--- src/rtl/mw_wb_stage.sv ---
// M/W pipeline register with load extraction and GRF writeback formation.
// One cycle M->W; en=0 holds every register (stall), clr loads a bubble (flush).
module mw_wb_stage #(
   parameter logic [31:0] LINK_OFS = 32'd8,
   parameter logic [4:0]  RA_IDX   = 5'd31
) (
   input  logic        clk,
   input  logic        reset,
   input  logic        en,
   input  logic        clr,
   input  logic        M_valid,
   input  logic [31:0] M_instr,
   input  logic [31:0] M_pc,
   input  logic [31:0] M_result,
   input  logic [31:0] M_rdata,
   output logic [31:0] W_instr,
   output logic [31:0] W_pc,
   output logic [4:0]  W_A3,
   output logic [31:0] W_WD,
   output logic        W_we,
   output logic        W_valid,
   output logic        W_err,
   output logic [31:0] W_retired
);

   logic [31:0] instr_q, instr_d, pc_q, pc_d, wd_q, wd_d, retired_q, retired_d;
   logic [4:0]  a3_q, a3_d;
   logic        we_q, we_d, valid_q, valid_d, err_q, err_d;

   logic [5:0]  op, func;
   logic [4:0]  rt, rd, dst;
   logic [1:0]  a;
   logic        is_lw, is_lb, is_lbu, is_lh, is_lhu, is_load, is_link, misalign, writes;
   logic [7:0]  ld_byte;
   logic [15:0] ld_half;
   logic [31:0] ld_data, wb_data;

   assign op   = M_instr[31:26];
   assign func = M_instr[5:0];
   assign rt   = M_instr[20:16];
   assign rd   = M_instr[15:11];
   assign a    = M_result[1:0];

   assign is_lw   = (op == 6'b100011);
   assign is_lb   = (op == 6'b100000);
   assign is_lbu  = (op == 6'b100100);
   assign is_lh   = (op == 6'b100001);
   assign is_lhu  = (op == 6'b100101);
   assign is_load = is_lw | is_lb | is_lbu | is_lh | is_lhu;
   assign is_link = (op == 6'b000011) || (op == 6'b000001 && (rt == 5'b10000 || rt == 5'b10001))
                 || (op == 6'b000000 && func == 6'b001001);

   // Misalignment only matters for a real instruction; bubbles never raise W_err.
   assign misalign = M_valid && ((is_lw && a != 2'b00) || ((is_lh || is_lhu) && a[0]));

   always_comb begin
      dst = 5'd0;
      if (op == 6'b000000) begin
         case (func)
            6'b100001, 6'b100011, 6'b100000, 6'b100010, 6'b100100, 6'b100101,
            6'b100110, 6'b100111, 6'b101010, 6'b101011, 6'b000000, 6'b000100,
            6'b000010, 6'b000110, 6'b000011, 6'b000111, 6'b010000, 6'b010010,
            6'b001001: dst = rd;
            default:   dst = 5'd0;
         endcase
      end else if (op == 6'b000011 || (op == 6'b000001 && (rt == 5'b10000 || rt == 5'b10001))) begin
         dst = RA_IDX;
      end else begin
         case (op)
            6'b001000, 6'b001001, 6'b001100, 6'b001101, 6'b001110, 6'b001111,
            6'b001010, 6'b001011, 6'b100011, 6'b100000, 6'b100100, 6'b100001,
            6'b100101: dst = rt;
            default:   dst = 5'd0;
         endcase
      end
   end

   assign ld_byte = 8'(M_rdata >> {a, 3'b000});
   assign ld_half = a[1] ? M_rdata[31:16] : M_rdata[15:0];

   always_comb begin
      ld_data = M_rdata;
      if (is_lb)       ld_data = {{24{ld_byte[7]}}, ld_byte};
      else if (is_lbu) ld_data = {24'd0, ld_byte};
      else if (is_lh)  ld_data = {{16{ld_half[15]}}, ld_half};
      else if (is_lhu) ld_data = {16'd0, ld_half};
   end

   assign wb_data = is_link ? (M_pc + LINK_OFS) : (is_load ? ld_data : M_result);
   assign writes  = (dst != 5'd0) && !misalign;

   always_comb begin
      instr_d   = instr_q;
      pc_d      = pc_q;
      a3_d      = a3_q;
      wd_d      = wd_q;
      we_d      = we_q;
      valid_d   = valid_q;
      err_d     = err_q;
      retired_d = retired_q;
      if (clr || (en && !M_valid)) begin
         instr_d = 32'd0;
         pc_d    = 32'd0;
         a3_d    = 5'd0;
         wd_d    = 32'd0;
         we_d    = 1'b0;
         valid_d = 1'b0;
      end else if (en) begin
         instr_d = M_instr;
         pc_d    = M_pc;
         a3_d    = writes ? dst : 5'd0;
         wd_d    = writes ? wb_data : 32'd0;
         we_d    = writes;
         valid_d = 1'b1;
         err_d   = err_q | misalign;
         if (!misalign) retired_d = retired_q + 32'd1;
      end
   end

   always_ff @(posedge clk) begin
      if (!reset) begin
         instr_q   <= 32'd0;
         pc_q      <= 32'd0;
         a3_q      <= 5'd0;
         wd_q      <= 32'd0;
         we_q      <= 1'b0;
         valid_q   <= 1'b0;
         err_q     <= 1'b0;
         retired_q <= 32'd0;
      end else begin
         instr_q   <= instr_d;
         pc_q      <= pc_d;
         a3_q      <= a3_d;
         wd_q      <= wd_d;
         we_q      <= we_d;
         valid_q   <= valid_d;
         err_q     <= err_d;
         retired_q <= retired_d;
      end
   end

   assign W_instr   = instr_q;
   assign W_pc      = pc_q;
   assign W_A3      = a3_q;
   assign W_WD      = wd_q;
   assign W_we      = we_q;
   assign W_valid   = valid_q;
   assign W_err     = err_q;
   assign W_retired = retired_q;

endmodule

--- config.mk ---
export PLATFORM = sky130hd
export DESIGN_NAME = mw_wb_stage
export DESIGN_NICKNAME = d
export VERILOG_FILES = /design/src/rtl/mw_wb_stage.sv
export SDC_FILE = /design/constraint.sdc
export NUM_CORES = 1
export LEC_CHECK = 0
export CORE_AREA = 4 4 125 127
export CTS_BUF_LIST = sky130_fd_sc_hd__clkbuf_4 sky130_fd_sc_hd__clkbuf_8
export CTS_CLUSTER_DIAMETER = 100
export DETAILED_ROUTE_END_ITERATION = 8
export DIE_AREA = 0 0 129 131
export MAX_ROUTING_LAYER = met4
export PLACE_DENSITY = 0.91
export SKIP_CTS_REPAIR_TIMING = 1
export SYNTH_ARGS = -nofsm -noshare
export SYNTH_HDL_FRONTEND = slang
export SYNTH_SLANG_ARGS = --single-unit
--- constraint.sdc ---
create_clock -name clk -period 4.2 [get_ports clk]
set_clock_uncertainty 0.2 [all_clocks]
set_input_delay 0.84 -clock clk [delete_from_list [all_inputs] [get_ports clk]]
set_output_delay 0.84 -clock clk [all_outputs]
set_load 0.02 [all_outputs]
==> metrics, run 1 <==
clock sink total 136; average wire per cell in the routed design 19.9 um; worst slew pin tran 1090 ps; Worst EP required 4340 ps; Setup-failing EPs final 0; #FFs+latches synth 136; Die ar. 16900 um2; HPWL after DPL 18.5 mm; All-Layer GR Usage 28.8%; Yosys top cell by area dfxtp_1; GPL Wtd Cong 0.936; post-DR vias/cell 5.81; register area share after synthesis 39.0%; Slew Limit Fails 0; CP Launch Type primary input; ys async rst share 0%; Synth top area share 39.0%; Crit. Startpoint M_instr[27]; CP endpoint kind register; register area 2720 um2; Fmax 306 MHz; IO Port Bufs 268; worst hold path type reg -> reg; CTS clk-pin slew, worst paths 70 ps; nets@finish 1163; Post-synth EDFFs 0; crit-path cells clkdlybuf4s50_1 -> nor4_2 -> a41o_2 -> buf_4 -> nand2_1 -> a32o_1; Die Span Y 131 um; CP max stage delay 790 ps; placeable core area 14400 um2; Setup TNS 0 ps; Post-Syn Nets 918; Area Overhead vs Synth 45.2%; Initial DRC Count 478; Slew headroom 27.1%; top cells by area, synth dfxtp_1, mux2i_1, nor2_1; Primary FF master, synth dfxtp_1; Max FO, Critical Path 45; first-pass GRT wire length 36.9 mm; HP Start W_err; Residual DRC 0; Max Cap Viol 0; clock tree root driver cell clkbuf_8; Die Wd 129 um; synthesized area 6980 um2; RSZ-0062 raised after global routing false; Static Leakage 3.85 nW; final wirelength 24.3 mm; worst skew pair latency 450 ps; vias in the first global route 6819; Unique masters post-synth 58; Antenna Cells 0; cell row count 44; status finished clean; layout cell share with drive strength beyond 1 5.87%; crit-path leading delay family compound AO/OA/AOI/OAI gates; ANT nets after route 0; pin count of the biggest net entering global routing 66; global route total overflow 0; Syn Inst Count 783; Arrival @ worst endpoint 3400 ps; final period utilization 77.7%; via count 7101; most numerous cell in the Yosys netlist dfxtp_1; kind of critical path in -> reg; clk buf depth 2; slowest cell on the critical path a41o_2; antenna violations before repair 0; Initial Utilization 48.4%; top-level port count 269; PnR Total Power 2.79 mW; area occupied by multi-input gates 3990 um2; peak supply drop 0.000233 V; layout filler cell count 1102; synth cell count leaders dfxtp_1, nor2_1, mux2i_1; Final Critical Period 3260 ps; Synth warnings 0; drt pass-1 iters 5; count of final hold-check violations 0; CTS tree built; # H-tree levels 4; Pwr per Cell Area 275 nW/um2; TritonCTS buffer count 17; Critical R2R Launch W_retired[6]; Synth Area per Inst 8.91 um2; worst path buffer plus inverter count 2
[metal layers]
layer | share of wire, % | routed length [um] | vias up | global-route usage, %
li1 | - | - | 3309 | -
met1 | 40 | 9650 | 3336 | 34.9
met2 | 48 | 11800 | 393 | 46.8
met3 | 9.5 | 2310 | 63 | 7.72
met4 | 2.5 | 602 | 0 | 9.33
met5 | 0 | 0 | - | -
[cell usage in the layout (no fill, tap or decap), types with 7 or more instances in the layout]
cell | synthesis | final
or3_1 | 12 | 12
nand3_1 | 25 | 25
a32o_1 | 30 | 30
xnor2_1 | 32 | 32
a22o_1 | 7 | 7
mux2i_1 | 79 | 79
clkbuf_8 | 0 | 19
nand4_1 | 8 | 8
buf_4 | 1 | 13
inv_1 | 14 | 14
o21ai_0 | 23 | 22
nor3_1 | 15 | 15
a21boi_1 | 8 | 8
and3_1 | 7 | 7
a21oi_1 | 45 | 45
mux4_2 | 7 | 7
xor2_1 | 14 | 14
a221o_1 | 9 | 9
and4_1 | 7 | 7
nand2_1 | 56 | 56
and2_1 | 26 | 26
dfxtp_1 | 136 | 136
clkdlybuf4s50_1 | 0 | 267
o21ai_1 | 17 | 17
nor2_1 | 92 | 92
a211o_1 | 7 | 7
[final timing paths]
| path | cells past startpoint | slack (ps) | to |
|---|---|---|---|
| hold / removal | 1 | 260 | W_err |
| hold reg to reg | 1 | 260 | W_err |
| setup reg to reg | 5 | 1500 | W_retired[29] |
| setup / recovery | 6 | 940 | W_WD[24] |
[report_power, final]
part	total (mW)	switching, mW	internal, mW	leakage [nW]
Sequential	1.32	0.0119	1.31	1.10
Clock	1.01	0.502	0.509	0.185
Combinational	0.455	0.217	0.238	2.56
Total	2.79	0.730	2.06	3.85
[worst reg2reg max path: stages, from the launching register on]
cell      delay (ps)
dfxtp_1          460
nand4_1          200
nor3_1           660
nand4_1          500
or3_1            500
a21boi_1         140
[sequential cells by signal, summed over array words and instances, names as in the netlist]
| name | cells |
|---|---|
| W_retired | 32 |
| W_err | 1 |
| W_pc | 32 |
| W_A3 | 5 |
| W_instr | 32 |
| W_valid | 1 |
| W_we | 1 |
| W_WD | 32 |
[layout make-up]
class | instances | share of cell area, %
clock inverters | 8 | 0.729
repair buffers | 280 | 27.3
flip-flops and latches | 136 | 26.9
clock buffers | 22 | 2.80
multi-input cells | 578 | 39.4
well taps | 184 | 2.27
inverters | 15 | 0.556
[cell families after synthesis]
group / after synthesis / synth area share (%)
and+or+nand+nor: 274 / 19.8
AOI/OAI and AO/OA: 166 / 16.9
DFF: 136 / 39.0
muxes: 90 / 14.2
buffers and inverters: 69 / 3.93
xor gates and xnor gates: 46 / 5.77
adders and majority gates: 2 / 0.359
[stage by stage]
step	util, %	worst slack, ps	hold slack, ps	area [um2]	cells
2_1_floorplan	-	1350	342	6980	783
3_3_place_gp	67.7	586	241	9770	1193
3_5_place_dp	67.7	522	251	9770	1193
4_1_cts	70.2	1010	268	10100	1223
5_1_grt	70.2	702	282	10100	1223
6_report	70.2	937	263	10100	1223
Power figures use the tool's default switching activity.
==> run 2: changes to the inputs <==
--- a/config.mk
+++ b/config.mk
@@ -5,13 +5,13 @@
 export SDC_FILE = /design/constraint.sdc
 export NUM_CORES = 1
 export LEC_CHECK = 0
-export CORE_AREA = 4 4 125 127
+export CORE_AREA = 4 4 136 138
 export CTS_BUF_LIST = sky130_fd_sc_hd__clkbuf_4 sky130_fd_sc_hd__clkbuf_8
 export CTS_CLUSTER_DIAMETER = 100
 export DETAILED_ROUTE_END_ITERATION = 8
-export DIE_AREA = 0 0 129 131
+export DIE_AREA = 0 0 140 142
 export MAX_ROUTING_LAYER = met4
-export PLACE_DENSITY = 0.91
+export PLACE_DENSITY = 0.82
 export SKIP_CTS_REPAIR_TIMING = 1
 export SYNTH_ARGS = -nofsm -noshare
 export SYNTH_HDL_FRONTEND = slang
==> constraint.sdc (replaced) <==
create_clock -name clk -period 2.98 [get_ports clk]
set_clock_uncertainty 0.2 [all_clocks]
set_input_delay 0.596 -clock clk [delete_from_list [all_inputs] [get_ports clk]]
set_output_delay 0.596 -clock clk [all_outputs]
set_load 0.02 [all_outputs]
==> run 2 against run 1 <==
  * Core utilization fell by 6.7 points
  * Worst setup slack worse by 710 ps
  * Total power grew 54%
  * Largest power group unchanged
  * Critical endpoint is now W_WD[23]
==> metrics, run 2 (synthesized netlist as in run 1, its figures left out) <==
dpl cell area 10500 um2 (was 9770 um2); vias in the first global route 7269 (was 6819); Slew Limit Fails 0 (unchanged); pin count of the biggest net entering global routing 66 (unchanged); commonest non-fill, non-tap cell in the layout clkdlybuf4s50_1 (unchanged); global route total overflow 0 (unchanged); Static Leakage 4.28 nW (was 3.85 nW); fin area 10900 um2 (was 10100 um2); drt pass-1 iters 7 (was 5); commonest cells after routing, fill and taps aside clkdlybuf4s50_1, dfxtp_1, nor2_1, buf_4, mux2i_1 (was clkdlybuf4s50_1, dfxtp_1, nor2_1, mux2i_1, nand2_1); top-level port count 269 (unchanged); RSZ-0062 raised after global routing false (unchanged); layout cell share with drive strength beyond 1 12.7% (was 5.87%); first-pass GRT wire length 38.9 mm (was 36.9 mm); worst slew pin tran 1020 ps (was 1090 ps); clk buf depth 2 (unchanged); cell row count 48 (was 44); Die ar. 19900 um2 (was 16900 um2); Initial Utilization 40.6% (was 48.4%); worst hold path type reg -> reg (unchanged); Area Overhead vs Synth 56.5% (was 45.2%); clock tree root driver cell clkbuf_8 (unchanged); final wirelength 25.0 mm (was 24.3 mm); All-Layer GR Usage 25.4% (was 28.8%); register area 2720 um2 (unchanged); Max FO, Critical Path 8 (was 45); IO Port Bufs 268 (unchanged); placeable core area 17200 um2 (was 14400 um2); HPWL after DPL 19.5 mm (was 18.5 mm); Arrival @ worst endpoint 2890 ps (was 3400 ps); layout filler cell count 1471 (was 1102); kind of critical path in -> reg (unchanged); worst skew pair latency 450 ps (about the same); CTS tree built (unchanged); Slew headroom 31.8% (was 27.1%); Setup-failing EPs final 0 (unchanged); Max Cap Viol 0 (unchanged); average wire per cell in the routed design 18.5 um (was 19.9 um); status finished clean (unchanged); via count 7228 (was 7101); area occupied by multi-input gates 3990 um2 (unchanged); post-layout util 63.6% (was 70.2%); nets@finish 1242 (was 1163); TritonCTS buffer count 17 (unchanged); # H-tree levels 4 (unchanged); count of final hold-check violations 0 (unchanged); Pwr per Cell Area 393 nW/um2 (was 275 nW/um2); CTS clk-pin slew, worst paths 80 ps (was 70 ps); clock sink total 136 (unchanged); Die Span Y 142 um (was 131 um); Fmax 363 MHz; CP endpoint kind register (unchanged); Residual DRC 0 (unchanged); GPL Wtd Cong 0.946 (was 0.936); final period utilization 92.3%; Worst EP required 3120 ps (was 4340 ps); CP Launch Type primary input (unchanged); peak supply drop 0.000263 V (was 0.000233 V); worst hold path depth 1 (unchanged); Final Critical Period 2750 ps; Die Wd 140 um (was 129 um); ANT nets after route 0 (unchanged); antenna violations before repair 1 (was 0); post-DR vias/cell 5.37 (was 5.81); Initial DRC Count 373 (was 478); R2R depth 7 (was 5)
-- run 2: changes by cell type in the layout (fill, tap and decap cells not counted), sizes merged --
cell,previous run,this run
buf,13,92
bufinv,1,4
clkbuf,22,19
diode,0,1
inv,15,17
-- run 2: worst paths after layout --
path | slack (ps) | to | startpoint
max | 230 | W_WD[23] | M_pc[4]
max reg2reg | 840 | W_retired[29] | W_retired[6]
min | 260 | W_we | W_we
min reg2reg | 260 | W_we | W_we
-- run 2: report_power, final --
| part | total [mW] | switching [mW] | internal (mW) | leakage, nW |
|---|---|---|---|---|
| clock | 1.73 | 0.773 | 0.953 | 0.221 |
| sequential | 1.86 | 0.0159 | 1.84 | 1.10 |
| combinational | 0.699 | 0.314 | 0.385 | 2.96 |
-- run 2: final cells by class --
type,instances,share of cell area [%]
repair buffers,359,31.3
diodes,1,0.0229
flip-flops and latches,136,24.9
clock buffers,19,2.34
clock inverters,13,1.77
multi-input cells,578,36.6
inverters,15,0.516
well taps,225,2.58
-- run 2: worst max-delay path, stage by stage --
cell and delay [ps]:
clkdlybuf4s50_1 530, ha_1 210, nand3_1 130, or4_1 550, buf_4 200, nor3_1 210
xnor2_1 140, nand2_1 80, a32o_1 250
-- run 2: routing by layer --
layer  up-vias  wire length [um]  track usage [%]
met4         0              1120             11.3
li1       3476                 -                -
met2       307             11800             40.2
met3        74              1690             6.35
met5         -                 0                -
met1      3371             10400             30.7
-- run 2: metrics by stage --
stage	instances	power, mW	worst slack [ps]	hold slack, ps	setup TNS (ps)
2_1_floorplan	783	2.19	370	342	0
3_3_place_gp	1313	2.59	-204	238	-1490
3_5_place_dp	1313	2.60	-248	247	-2500
4_1_cts	1345	4.33	256	266	0
5_1_grt	1346	4.46	104	282	0
6_report	1346	4.29	229	265	0
==> variant, RTL diff (settings of run 1) <==
`pc_q` no longer has a reset.
--- a/src/rtl/mw_wb_stage.sv
+++ b/src/rtl/mw_wb_stage.sv
@@ -122,3 +122,2 @@
          instr_q   <= 32'd0;
-         pc_q      <= 32'd0;
          a3_q      <= 5'd0;
@@ -131,3 +130,2 @@
          instr_q   <= instr_d;
-         pc_q      <= pc_d;
          a3_q      <= a3_d;
@@ -139,2 +137,6 @@
       end
+   end
+
+   always_ff @(posedge clk) begin
+      pc_q <= pc_d;
    end
Formal check against the unedited RTL: not equivalent (a bounded check fails within 4 cycles, from zero or initial values and one cycle with reset low).
==> variant against run 1 <==
- cell area rose by 1.4%
- sequential cell count did not move
- critical path type unchanged
- the flow now finishes with violations (DRC)
- total power rose by 3.8%
- synthesized area rose by 0.59%
- die area did not move
- worst setup slack got worse by 0.12 ns
- non-clock buffer count rose by 10
- routed wire length rose by 2.5%
==> variant: results (changes against run 1) <==
layout:
  fin_nets: 1195  # +2.8%
  drive_gt1_frac: 0.0652  # +0.00653
  diodes: 0  # unchanged
  fill_cells: 1079  # -2.1%
synth:
  synthDistinctLibCells: 56  # -3.4%
  seq_area_frac_synth: 0.388  # -0.00230
  ys_top_cells_by_area: "dfxtp_1 39%, mux2i_1 10%, nor2_1 5.0%"
  ys_top_cells_by_count: "136 x dfxtp_1, 94 x nor2_1, 71 x mux2i_1"
  synth_nets: 939  # +2.3%
detailed_routing:
  drt_iter0_drc: 749  # +57%
  route.vias.total: 7352  # +3.5%
  routed_wl_um: 25000  # +2.5%
  drc: 2  # +2
  via_per_inst: 5.85  # +0.73%
setup_path:
  cp_slowest_cell: "or4b_1"
  critPathMaxFanout: 18  # -60%
  critPathTopFamily: "simple AND/OR/NAND/NOR gates"
  crit_start: "M_instr[30]"
  r2r-start: "W_retired[8]"
power:
  p_sw_w: 0.000853  # +17%
  leakagePower_nw: 3.93  # +2.1%
  ir_drop_uv: 202  # -13%
status:
  outcome: "finished, violations left"
  violations: "DRC"
placement:
  place_area_um2: 9900  # +1.3%
global_route:
  grt_pass1_wl_um: 37700  # +2.1%
  grt_pass1_vias: 7059  # +3.5%
  grt_use_total: 0.293  # +0.00545
min_path:
  min-delay-start: "W_we"
sta:
  max_slew_margin: 0.268  # -0.00289
==> variant: layout make-up <==
class,count,area (um2),area share
clock buffers,19,262,0.0255
well taps,184,230,0.0224
inverters,10,37.5,0.00365
multi-input cells,605,4060,0.396
flip-flops and latches,136,2720,0.265
repair buffers,290,2850,0.277
clock inverters,13,111,0.0108
==> variant: path summary, 6_finish.rpt <==
kind	end	slack [ns]	depth (start not counted)
min reg2reg	W_we	0.25	2
max reg2reg	W_retired[22]	1.85	6
min	W_we	0.25	2
max	W_WD[14]	0.82	7
==> variant: per-stage QoR <==
step,setup WS (ns),power (W),hold slack [ns],utilization
floorplan,1.31,0.00160,0.321,-
global placement,0.515,0.00188,0.234,0.686
detailed placement,0.412,0.00189,0.235,0.686
CTS,0.878,0.00290,0.248,0.712
global route,0.639,0.00300,0.270,0.712
finish,0.816,0.00289,0.245,0.712
==> variant: cells by family after synthesis <==
logic type,after synthesis,share of synthesized area
DFF,136,0.388
adders and majority gates,2,0.00357
buffers and inverters,63,0.0365
and+or+nand+nor,319,0.230
muxes,77,0.119
AOI/OAI and AO/OA,151,0.153
xor gates and xnor gates,56,0.0699
==> variant: routing by layer <==
metal / vias to the layer above / part of all wire / wire [um] / global-route usage
li1: 3436 / - / - / -
met1: 3427 / 0.40 / 9940 / 0.371
met2: 418 / 0.46 / 11500 / 0.455
met3: 71 / 0.11 / 2620 / 0.0683
met4: 0 / 0.034 / 860 / 0.116
met5: - / 0 / 0 / -
==> variant: power by group through the flow <==
stage	combinational [W]	sequential, W	clock [W]
2_1_floorplan	0.000200	0.00140	0
4_1_cts	0.000524	0.00134	0.00104
3_5_place_dp	0.000520	0.00137	0
6_report	0.000529	0.00134	0.00103
5_1_grt	0.000561	0.00134	0.00109
3_3_place_gp	0.000513	0.00137	0
